## src/rtl/adc_controller_pkg.sv

```systemverilog
// Shared types and constants for the ADC front-end controller: FSM states,
// ADC frame bit positions and the default preamp gain word.
package adc_pkg;

    typedef enum logic [2:0] {
        RESET,
        AMP_LOAD,
        AMP_END,
        CONV,
        READ,
        STORE
    } adc_state_e;

    // Rising-SCK edge numbers (1-based) framing the two channels in a READ frame
    localparam int unsigned CHA_FIRST  = 3;
    localparam int unsigned CHA_LAST   = 16;
    localparam int unsigned CHB_FIRST  = 19;
    localparam int unsigned CHB_LAST   = 32;
    localparam int unsigned READ_EDGES = 34;

    localparam logic [7:0] AMP_GAIN_DEFAULT = 8'h11;

    function automatic logic [15:0] sext16(input logic [13:0] v);
        return {{2{v[13]}}, v};
    endfunction

endpackage

```

## src/rtl/adc_controller_if.sv

```systemverilog
// Board-side pin bundle of the ADC controller plus the published sample/level outputs.
interface adc_controller_if;
    logic        AMP_DOUT;
    logic        AD_DOUT;
    logic        SPI_MOSI;
    logic        AMP_CS;
    logic        SPI_SCK;
    logic        AD_CONV;
    logic        AMP_SHDN;
    logic [31:0] adcReg;
    logic [7:0]  ledy;

    modport master (
        input  AMP_DOUT, AD_DOUT,
        output SPI_MOSI, AMP_CS, SPI_SCK, AD_CONV, AMP_SHDN, adcReg, ledy
    );

    modport slave (
        output AMP_DOUT, AD_DOUT,
        input  SPI_MOSI, AMP_CS, SPI_SCK, AD_CONV, AMP_SHDN, adcReg, ledy
    );
endinterface

```

## src/rtl/adc_controller_spi_tick_gen.sv

```systemverilog
// Free-running 0..HALF_DIV-1 counter; tick_o marks the last count of each
// SPI half-period and paces every SCK event in the controller.
module spi_tick_gen #(
    parameter int unsigned HALF_DIV = 3
) (
    input  logic clk,
    input  logic rst,
    output logic tick_o
);
    localparam int unsigned CW = (HALF_DIV > 1) ? $clog2(HALF_DIV) : 1;
    localparam logic [CW-1:0] LAST = CW'(HALF_DIV - 1);

    logic [CW-1:0] cnt_q, cnt_d;

    always_comb begin
        cnt_d = (cnt_q == LAST) ? '0 : cnt_q + CW'(1);
    end

    always_ff @(posedge clk or negedge rst) begin
        if (!rst) cnt_q <= '0;
        else      cnt_q <= cnt_d;
    end

    assign tick_o = (cnt_q == LAST);
endmodule

```

## src/rtl/adc_controller.sv

```systemverilog
// Preamp programming + dual 14-bit ADC conversion loop over a shared SPI clock.
// Define ADC_CONTROLLER_LEDY_EN to publish chA[13:6] on ledy; otherwise ledy is 0.
module adc_controller
    import adc_pkg::*;
#(
    parameter int unsigned HALF_DIV = 3,
    parameter logic [7:0]  AMP_GAIN = AMP_GAIN_DEFAULT
) (
    input  logic             clk,
    input  logic             rst,
    adc_controller_if.master pins
);
    localparam logic [6:0] AMP_LAST_HALF  = 7'd16;
    localparam logic [6:0] READ_LAST_HALF = 7'(2 * READ_EDGES - 1);

    logic tick;

    spi_tick_gen #(.HALF_DIV(HALF_DIV)) u_tick (
        .clk    (clk),
        .rst    (rst),
        .tick_o (tick)
    );

    adc_state_e  state_q, state_d;
    logic [6:0]  half_q, half_d;
    logic        sck_q, sck_d, cs_q, cs_d, mosi_q, mosi_d;
    logic        conv_q, conv_d, shdn_q, shdn_d;
    logic [7:0]  ampSh_q, ampSh_d, echo_q, echo_d;
    logic [13:0] chA_q, chA_d, chB_q, chB_d;
    logic [31:0] adcReg_q, adcReg_d;
    logic [6:0]  edgeNum;

    // Even half-periods of READ are rising SCK edges; number them from 1
    assign edgeNum = {1'b0, half_q[6:1]} + 7'd1;

    always_comb begin
        state_d  = state_q;
        half_d   = half_q;
        sck_d    = sck_q;
        cs_d     = cs_q;
        mosi_d   = mosi_q;
        conv_d   = conv_q;
        shdn_d   = shdn_q;
        ampSh_d  = ampSh_q;
        echo_d   = echo_q;
        chA_d    = chA_q;
        chB_d    = chB_q;
        adcReg_d = adcReg_q;
        case (state_q)
            RESET: begin
                shdn_d  = 1'b0;
                half_d  = '0;
                state_d = AMP_LOAD;
            end
            AMP_LOAD: if (tick) begin
                half_d = half_q + 7'd1;
                if (half_q == 7'd0) begin
                    cs_d    = 1'b0;
                    mosi_d  = AMP_GAIN[7];
                    ampSh_d = {AMP_GAIN[6:0], 1'b0};
                end else if (half_q[0]) begin
                    sck_d  = 1'b1;
                    echo_d = {echo_q[6:0], pins.AMP_DOUT};
                end else begin
                    sck_d   = 1'b0;
                    mosi_d  = ampSh_q[7];
                    ampSh_d = {ampSh_q[6:0], 1'b0};
                    if (half_q == AMP_LAST_HALF) state_d = AMP_END;
                end
            end
            AMP_END: if (tick) begin
                cs_d    = 1'b1;
                conv_d  = 1'b1;
                state_d = CONV;
            end
            CONV: if (tick) begin
                conv_d  = 1'b0;
                half_d  = '0;
                state_d = READ;
            end
            READ: if (tick) begin
                half_d = half_q + 7'd1;
                if (!half_q[0]) begin
                    sck_d = 1'b1;
                    if (edgeNum >= 7'(CHA_FIRST) && edgeNum <= 7'(CHA_LAST))
                        chA_d = {chA_q[12:0], pins.AD_DOUT};
                    else if (edgeNum >= 7'(CHB_FIRST) && edgeNum <= 7'(CHB_LAST))
                        chB_d = {chB_q[12:0], pins.AD_DOUT};
                end else begin
                    sck_d = 1'b0;
                    if (half_q == READ_LAST_HALF) state_d = STORE;
                end
            end
            STORE: begin
                // Shift registers are idle here, so re-writing every clock is harmless
                adcReg_d = {sext16(chA_q), sext16(chB_q)};
                if (tick) begin
                    conv_d  = 1'b1;
                    state_d = CONV;
                end
            end
            default: state_d = RESET;
        endcase
    end

    always_ff @(posedge clk or negedge rst) begin
        if (!rst) begin
            state_q  <= RESET;
            half_q   <= '0;
            sck_q    <= 1'b0;
            cs_q     <= 1'b1;
            mosi_q   <= 1'b0;
            conv_q   <= 1'b0;
            shdn_q   <= 1'b1;
            ampSh_q  <= '0;
            echo_q   <= '0;
            chA_q    <= '0;
            chB_q    <= '0;
            adcReg_q <= '0;
        end else begin
            state_q  <= state_d;
            half_q   <= half_d;
            sck_q    <= sck_d;
            cs_q     <= cs_d;
            mosi_q   <= mosi_d;
            conv_q   <= conv_d;
            shdn_q   <= shdn_d;
            ampSh_q  <= ampSh_d;
            echo_q   <= echo_d;
            chA_q    <= chA_d;
            chB_q    <= chB_d;
            adcReg_q <= adcReg_d;
        end
    end

    assign pins.SPI_MOSI = mosi_q;
    assign pins.AMP_CS   = cs_q;
    assign pins.SPI_SCK  = sck_q;
    assign pins.AD_CONV  = conv_q;
    assign pins.AMP_SHDN = shdn_q;
    assign pins.adcReg   = adcReg_q;

`ifdef ADC_CONTROLLER_LEDY_EN
    logic [7:0] ledy_q;

    always_ff @(posedge clk or negedge rst) begin
        if (!rst)                  ledy_q <= '0;
        else if (state_q == STORE) ledy_q <= chA_q[13:6];
    end

    assign pins.ledy = ledy_q;
`else
    assign pins.ledy = 8'h00;
`endif
endmodule

```

## src/flat_wrapper.sv

```systemverilog
// flat-port wrapper written by rule: the top's interface ports become plain ports
module adc_controller_flat import adc_pkg::*;
#(
    parameter int unsigned HALF_DIV = 3,
    parameter logic [7:0]  AMP_GAIN = AMP_GAIN_DEFAULT
)
  (clk, rst, pins_AMP_DOUT, pins_AD_DOUT, pins_SPI_MOSI, pins_AMP_CS, pins_SPI_SCK, pins_AD_CONV, pins_AMP_SHDN, pins_adcReg, pins_ledy);
  adc_controller_if pins_i ();
  input  logic clk;
  input  logic rst;
  input wire logic [$bits(pins_i.AMP_DOUT)-1:0] pins_AMP_DOUT;
  input wire logic [$bits(pins_i.AD_DOUT)-1:0] pins_AD_DOUT;
  output wire logic [$bits(pins_i.SPI_MOSI)-1:0] pins_SPI_MOSI;
  output wire logic [$bits(pins_i.AMP_CS)-1:0] pins_AMP_CS;
  output wire logic [$bits(pins_i.SPI_SCK)-1:0] pins_SPI_SCK;
  output wire logic [$bits(pins_i.AD_CONV)-1:0] pins_AD_CONV;
  output wire logic [$bits(pins_i.AMP_SHDN)-1:0] pins_AMP_SHDN;
  output wire logic [$bits(pins_i.adcReg)-1:0] pins_adcReg;
  output wire logic [$bits(pins_i.ledy)-1:0] pins_ledy;
  assign pins_i.AMP_DOUT = pins_AMP_DOUT;
  assign pins_i.AD_DOUT = pins_AD_DOUT;
  assign pins_SPI_MOSI = pins_i.SPI_MOSI;
  assign pins_AMP_CS = pins_i.AMP_CS;
  assign pins_SPI_SCK = pins_i.SPI_SCK;
  assign pins_AD_CONV = pins_i.AD_CONV;
  assign pins_AMP_SHDN = pins_i.AMP_SHDN;
  assign pins_adcReg = pins_i.adcReg;
  assign pins_ledy = pins_i.ledy;
  adc_controller #(.HALF_DIV(HALF_DIV), .AMP_GAIN(AMP_GAIN)) u_core (.clk(clk), .rst(rst), .pins(pins_i));
endmodule
```

## config.mk

```make
export PLATFORM = sky130hd
export DESIGN_NAME = adc_controller_flat
export DESIGN_NICKNAME = d
export VERILOG_FILES = /design/src/rtl/adc_controller_pkg.sv /design/src/rtl/adc_controller_if.sv /design/src/rtl/adc_controller_spi_tick_gen.sv /design/src/rtl/adc_controller.sv /design/src/flat_wrapper.sv
export SDC_FILE = /design/constraint.sdc
export NUM_CORES = 1
export LEC_CHECK = 0
export CORE_MARGIN = 1.5
export CORE_UTILIZATION = 57
export CTS_BUF_LIST = sky130_fd_sc_hd__clkbuf_8 sky130_fd_sc_hd__clkbuf_16
export DETAILED_ROUTE_END_ITERATION = 8
export PLACE_DENSITY = 0.92
export SYNTH_ARGS = -nofsm -noshare
export SYNTH_HDL_FRONTEND = slang
export SYNTH_SLANG_ARGS = --single-unit
```

## constraint.sdc

```tcl
create_clock -name clk -period 4.75 [get_ports clk]
set_input_delay 0.95 -clock clk [delete_from_list [all_inputs] [get_ports clk]]
set_output_delay 0.95 -clock clk [all_outputs]
set_load 0.05 [all_outputs]
```

==> run summary, run 1 <==
DR iter-0 viols -> 148
Crit path time final -> 2.91 ns
WS Path Type -> reg -> reg
Root Buffer -> clkbuf_8
Period utilisation layout -> 61.3%
Area Overhead vs Synth -> 15.4%
Rows -> 29
Ys flop type -> dfrtp_1
H-tree levels -> 3
Hold Startpoint -> u_core.u_tick.cnt_q[0]
Worst reg2reg setup slack -> 1.84 ns
CTS tree -> yes
Final Wtd Congestion -> 0.887
Cells along the critical path -> ha_1 > nand3_1 > mux2_2 > nor4b_2 > mux2i_2 > mux2_2
First-pass GRT wire length -> 11.1 mm
Top-count cell post-synth -> dfrtp_1
Area leader, netlist -> dfrtp_1
Ant diodes -> 0
RSZ-0062 raised after global routing -> false
Setup violators final -> 0
Io pins -> 49
Crit-path max FO -> 14
Total Nets Final -> 338
Number of synthesized flops with an enable pin -> 0
Ratio of cells with drive above 1 in the final layout -> 24.6%
Critical path's top delay family -> multiplexers
Avg WL per Cell -> 15.7 um
Post-synth top area share -> 53.1%
Die width -> 83.3 um
Tot GR Track Use -> 20.0%
Hold Path Sink -> u_core.u_tick.cnt_q[0]
Area of the mapped netlist -> 3670 um2
GRT overflow -> 0
Critical Path Source Type -> flop
Status -> finished, final reports clean
R2R Path End -> u_core.chB_q[2]
Design Area, Final -> 4240 um2
Worst Hold Class -> reg -> reg
Crit path buf inv count -> 0
Setup Skew -> 0.00976 ns
DP Wirelength -> 3.98 mm
Vias in the first global route -> 2327
Non-filler cells, final -> 410
Total Wirelength -> 6.43 mm
Ys async rst share -> 100%
Sw power -> 289 uW
Post-cts sizing count -> 0
Drt drc -> 0
Net Sw Frac -> 23.3%
Register area share after synthesis -> 54.5%
Yosys reg bits -> 80
Rel. slew slack -> 22.3%
Leak Pwr -> 0.00205 uW
Avg Cell Area, Syn -> 12.4 um2
Fin. Hold Viols -> 0
Number of nets still failing antenna checks after routing -> 0
CP arrival -> 3.15 ns
FMAX -> 0.343 GHz
PD cells -> 292 nW/um2
DP Area -> 4030 um2
Vias -> 2416
Main area contributors after synthesis -> dfrtp_1 53%, mux2_2 14%, mux2_4 4.1%, buf_4 3.1%, nand2_1 2.2%
Setup TNS Final -> 0 ns
Worst R2R Path Depth -> 6
PortBufs -> 39
Critical path capture point type -> flop
CTS Buf Count -> 9
Pre-antenna DRT Iters -> 5
FF-to-FF Start -> u_core.half_q[2]
Core area -> 6280 um2
Worst-Margin Slew -> 1.14 ns
Max cap viols -> 0
Initial antenna violation count -> 0
Yosys warnings -> 0
Worst hold slack -> 0.439 ns
Synth Instances -> 297
Unique masters post-synth -> 50
Largest net degree at the start of global routing -> 81
CP Launch Point -> u_core.half_q[2]
Worst skew pair latency -> 0.36 ns
CP max stage cell -> mux2i_2
Clk pwr share -> 42.6%
Most common library cells after synthesis -> 78 x dfrtp_1, 45 x mux2_2, 22 x nand2_1
Max Slew Vio Count -> 0
Seq pwr share -> 55.2%
Internal Power -> 948 uW
Combinational Power Share -> 2.3%
Hold Buf Count CTS -> 0
Worst vdd ir -> 0.276 mV
Post-CTS Setup Bufs -> 0
Die ar. -> 6940 um2
Initial Utilization -> 58.5%
Placed cell count -> 394
CP max stage delay -> 0.89 ns
CTS clk-pin slew, worst paths -> 0.08 ns
Via density -> 5.89
CTS Sinks -> 80
Buffer depth of the longest clock path -> 2
Height of the chip -> 83.3 um
Hold Path Cell Cnt -> 1
Cell mode on critical path -> mux2_2
Required @ worst endpoint -> 4.99 ns
FILL cells -> 461
## routing by layer
| layer | routed length (um) | global-route usage [%] |
|---|---|---|
| met5 | 0 | 0 |
| met4 | 137 | 11.5 |
| met3 | 447 | 3.58 |
| met2 | 3060 | 30.5 |
| met1 | 2790 | 27.2 |
## layout make-up
type / instances / area, um2 / share of cell area (%)
Timing Repair Buffer: 41 / 403 / 9.50
Inverter: 7 / 26.3 / 0.620
Tap cell: 77 / 96.3 / 2.27
Clock buffer: 10 / 138 / 3.25
Sequential cell: 80 / 2000 / 47.3
Multi-Input combinational cell: 189 / 1500 / 35.3
Clock inverter: 6 / 73.8 / 1.74
## sequential cells by signal, summed over array words and instances, names as in the netlist
register / count
u_core.half_q: 7
u_core.pins.AD_CONV: 1
u_core.pins.AMP_SHDN: 1
u_core.pins.adcReg: 28
u_core.chA_q: 14
u_core.pins.SPI_SCK: 1
u_core.state_q: 3
u_core.pins.SPI_MOSI: 1
u_core.pins.AMP_CS: 1
u_core.ampSh_q: 7
u_core.u_tick.cnt_q: 2
u_core.chB_q: 14
## power groups by stage
stage / Clock, uW / Combinational, uW / Sequential [uW]
finish: 526 / 28.2 / 682
global route: 572 / 31.7 / 682
CTS: 540 / 29.3 / 682
detailed placement: 0 / 29.3 / 695
global placement: 0 / 28.7 / 695
floorplan: 0 / 19.6 / 695
## stage by stage
| stage | power [uW] | utilization, % | setup slack [ns] |
|---|---|---|---|
| 2_1_floorplan | 715 | - | 2.54 |
| 6_report | 1240 | 67.5 | 1.84 |
| 5_1_grt | 1290 | 67.5 | 1.68 |
| 3_5_place_dp | 725 | 64.2 | 1.91 |
| 4_1_cts | 1250 | 67.5 | 1.86 |
| 3_3_place_gp | 724 | 64.2 | 2.02 |
## kinds of logic (layout without fill, tap and decap cells)
kind of cell             after synthesis  in the layout  share of synthesized area, %
AO/OA/AOI/OAI                         44             44                          8.65
multiplexers                          59             59                          19.1
XOR/XNOR                               6              6                          1.43
flip-flops                            80             80                          54.5
AND/OR/NAND/NOR                       66             66                          8.68
buffers and inverters                 35             64                          5.41
adder cells (fa/ha/maj)                6              6                          2.04
other                                  1              8                         0.102
## worst register-to-register path, stage by stage (launching register included)
cell and delay (ns):
dfrtp_1 0.65, ha_1 0.35, nand3_1 0.15, mux2_2 0.29
nor4b_2 0.05, mux2i_2 0.89, mux2_2 0.43
## worst max path at each step
stage               slack (ns)  depth (start not counted)               end
floorplan                 2.54                          7  u_core.chB_q[10]
global placement          2.02                          6   u_core.chB_q[3]
detailed placement        1.91                          6   u_core.chB_q[2]
CTS                       1.86                          6   u_core.chB_q[2]
global route              1.68                          6   u_core.chB_q[2]
finish                    1.84                          6   u_core.chB_q[2]
## cells in the final DEF (no fill, tap or decap), types with 2 or more instances in the layout
| master | count |
|---|---|
| a31oi_1 | 7 |
| nand2b_1 | 2 |
| a41oi_1 | 2 |
| nand2_1 | 22 |
| nand3_1 | 11 |
| mux2_4 | 10 |
| ha_1 | 6 |
| clkdlybuf4s50_1 | 38 |
| a41o_1 | 2 |
| buf_4 | 3 |
| nor3_1 | 6 |
| nand3b_1 | 2 |
| dfstp_2 | 2 |
| mux2_2 | 45 |
| conb_1 | 8 |
| o21a_1 | 2 |
| nor2_1 | 13 |
| inv_1 | 7 |
| o21ai_0 | 8 |
| xor2_1 | 6 |
| and3_1 | 2 |
| nor2b_1 | 3 |
| dfrtp_1 | 78 |
| clkinv_4 | 2 |
| clkbuf_8 | 10 |
| inv_6 | 3 |
| a21oi_1 | 6 |
| a21o_1 | 2 |
| mux2_1 | 2 |
| o2111ai_1 | 2 |
No activity file was read; power rests on OpenSTA's default activity.
==> run 2, diff against run 1 <==
- CORE_UTILIZATION: 57 -> 55
- PLACE_DENSITY: 0.92 -> 0.9
- clock period: 4.75 -> 2.8 ns (I/O delays scaled with it)
==> run summary, run 2 (synthesized netlist as in run 1, its figures left out) <==
Height of the chip -> 84.7 um
Tot GR Track Use -> 21.0%
CTS clk-pin slew, worst paths -> 0.09 ns
Required @ worst endpoint -> 3.04 ns
Avg WL per Cell -> 17.1 um
Core area -> 6390 um2
Vias -> 2406
Pre-antenna DRT Iters -> 5
Max Slew Vio Count -> 0
CTS Sinks -> 80
Worst vdd ir -> 0.426 mV
CP arrival -> 2.76 ns
CTS tree -> yes
Setup Skew -> 0.0150 ns
Crit-path max FO -> 14
Status -> finished, final reports clean
DR iter-0 viols -> 197
Ant diodes -> 0
Commonest non-fill, non-tap cells in the layout -> 78 x dfrtp_1, 45 x mux2_2, 38 x clkdlybuf4s50_1
Most common cell after layout, fill and taps aside -> dfrtp_1
Number of nets still failing antenna checks after routing -> 0
Initial Utilization -> 57.5%
Max cap viols -> 0
Root Buffer -> clkbuf_8
Setup TNS Final -> 0 ns
Critical Path Source Type -> flop
Drt drc -> 0
WS Path Type -> reg -> reg
Buffer depth of the longest clock path -> 2
Io pins -> 49
Vias in the first global route -> 2386
Area Overhead vs Synth -> 16.6%
Initial antenna violation count -> 0
Crit path time final -> 2.52 ns
Max FFs per register -> 28
Hold Buf Count CTS -> 0
Ratio of cells with drive above 1 in the final layout -> 25.9%
Final core occ -> 67.1%
Via density -> 5.77
Total Nets Final -> 345
Leak Pwr -> 0.00207 uW
Rel. slew slack -> 35.6%
Die ar. -> 7180 um2
Total Wirelength -> 7.13 mm
PD cells -> 479 nW/um2
FMAX -> 0.398 GHz
H-tree levels -> 3
Setup violators final -> 0
Critical path capture point type -> flop
Die width -> 84.7 um
Worst-Margin Slew -> 0.966 ns
Largest net degree at the start of global routing -> 81
Worst Hold Class -> in -> async
Rows -> 29
First-pass GRT wire length -> 11.7 mm
Fin. Hold Viols -> 0
Final Wtd Congestion -> 0.935
Period utilisation layout -> 89.8%
CTS Buf Count -> 9
DP Wirelength -> 4.62 mm
RSZ-0062 raised after global routing -> false
Worst skew pair latency -> 0.36 ns
GRT overflow -> 0
PortBufs -> 39
[run 2: worst max-delay path, cell delays in order (launching register included)]
cell and delay (ns):
dfrtp_1 0.49, ha_1 0.32, nand3_1 0.15, mux2_2 0.37
nor4b_2 0.41, mux2i_4 0.28, mux2_4 0.37
[run 2: where the power goes]
group          leakage [uW]  switching, uW  total (uW)  internal, uW
combinational      0.000899           45.3        48.5          3.15
sequential          0.00108           1.38        1160          1160
clock             0.0000893            438         849           411
[run 2: area by class of cell]
type	count	area, um2
fillers	444	2100
well taps	77	96.3
inverters	7	26.3
flip-flops and latches	80	2000
clock buffers	9	124
repair buffers	48	455
multi-input cells	189	1510
clock inverters	7	72.6
[run 2: stage by stage]
stage | instances | setup slack (ns) | instance area [um2] | hold slack, ns | total power [uW]
2_1_floorplan | 304 | 0.586 | 3700 | 0.264 | 1210
3_3_place_gp | 401 | 0.185 | 4080 | 0.424 | 1230
3_5_place_dp | 401 | 0.0712 | 4080 | 0.441 | 1230
4_1_cts | 417 | 0.0252 | 4280 | 0.382 | 2070
5_1_grt | 417 | 0.147 | 4290 | 0.442 | 2130
6_report | 417 | 0.285 | 4290 | 0.361 | 2050
[run 2: per-layer routing]
metal  global-route usage [%]  part of all wire, %  vias up
met5                        0                    0        -
met3                     6.49                  4.9       15
met1                     26.1                   42     1194
li1                         -                    -     1112
met2                     35.1                   51       85
met4                     7.18                  1.6        0
[run 2: timing repair]
item                                   4_1_cts  5_1_grt
buffers inserted                             0        0
setup endpoints to repair                    0       14
endpoints found under the hold margin        0        0
resized for setup                            0        1
[run 2: final timing paths]
check / depth (start not counted) / slack [ns] / end / start
worst max register to register: 6 / 0.28 / u_core.chB_q[10] / u_core.half_q[1]
worst max-delay path: 6 / 0.28 / u_core.chB_q[10] / u_core.half_q[1]
min in group clk: 1 / 0.45 / u_core.u_tick.cnt_q[1] / u_core.u_tick.cnt_q[1]
worst min register to register: 1 / 0.45 / u_core.u_tick.cnt_q[1] / u_core.u_tick.cnt_q[1]
worst min-delay path: 1 / 0.36 / u_core.pins.adcReg[12] / rst
max in group asynchronous: 1 / 1.83 / u_core.ampSh_q[6] / rst
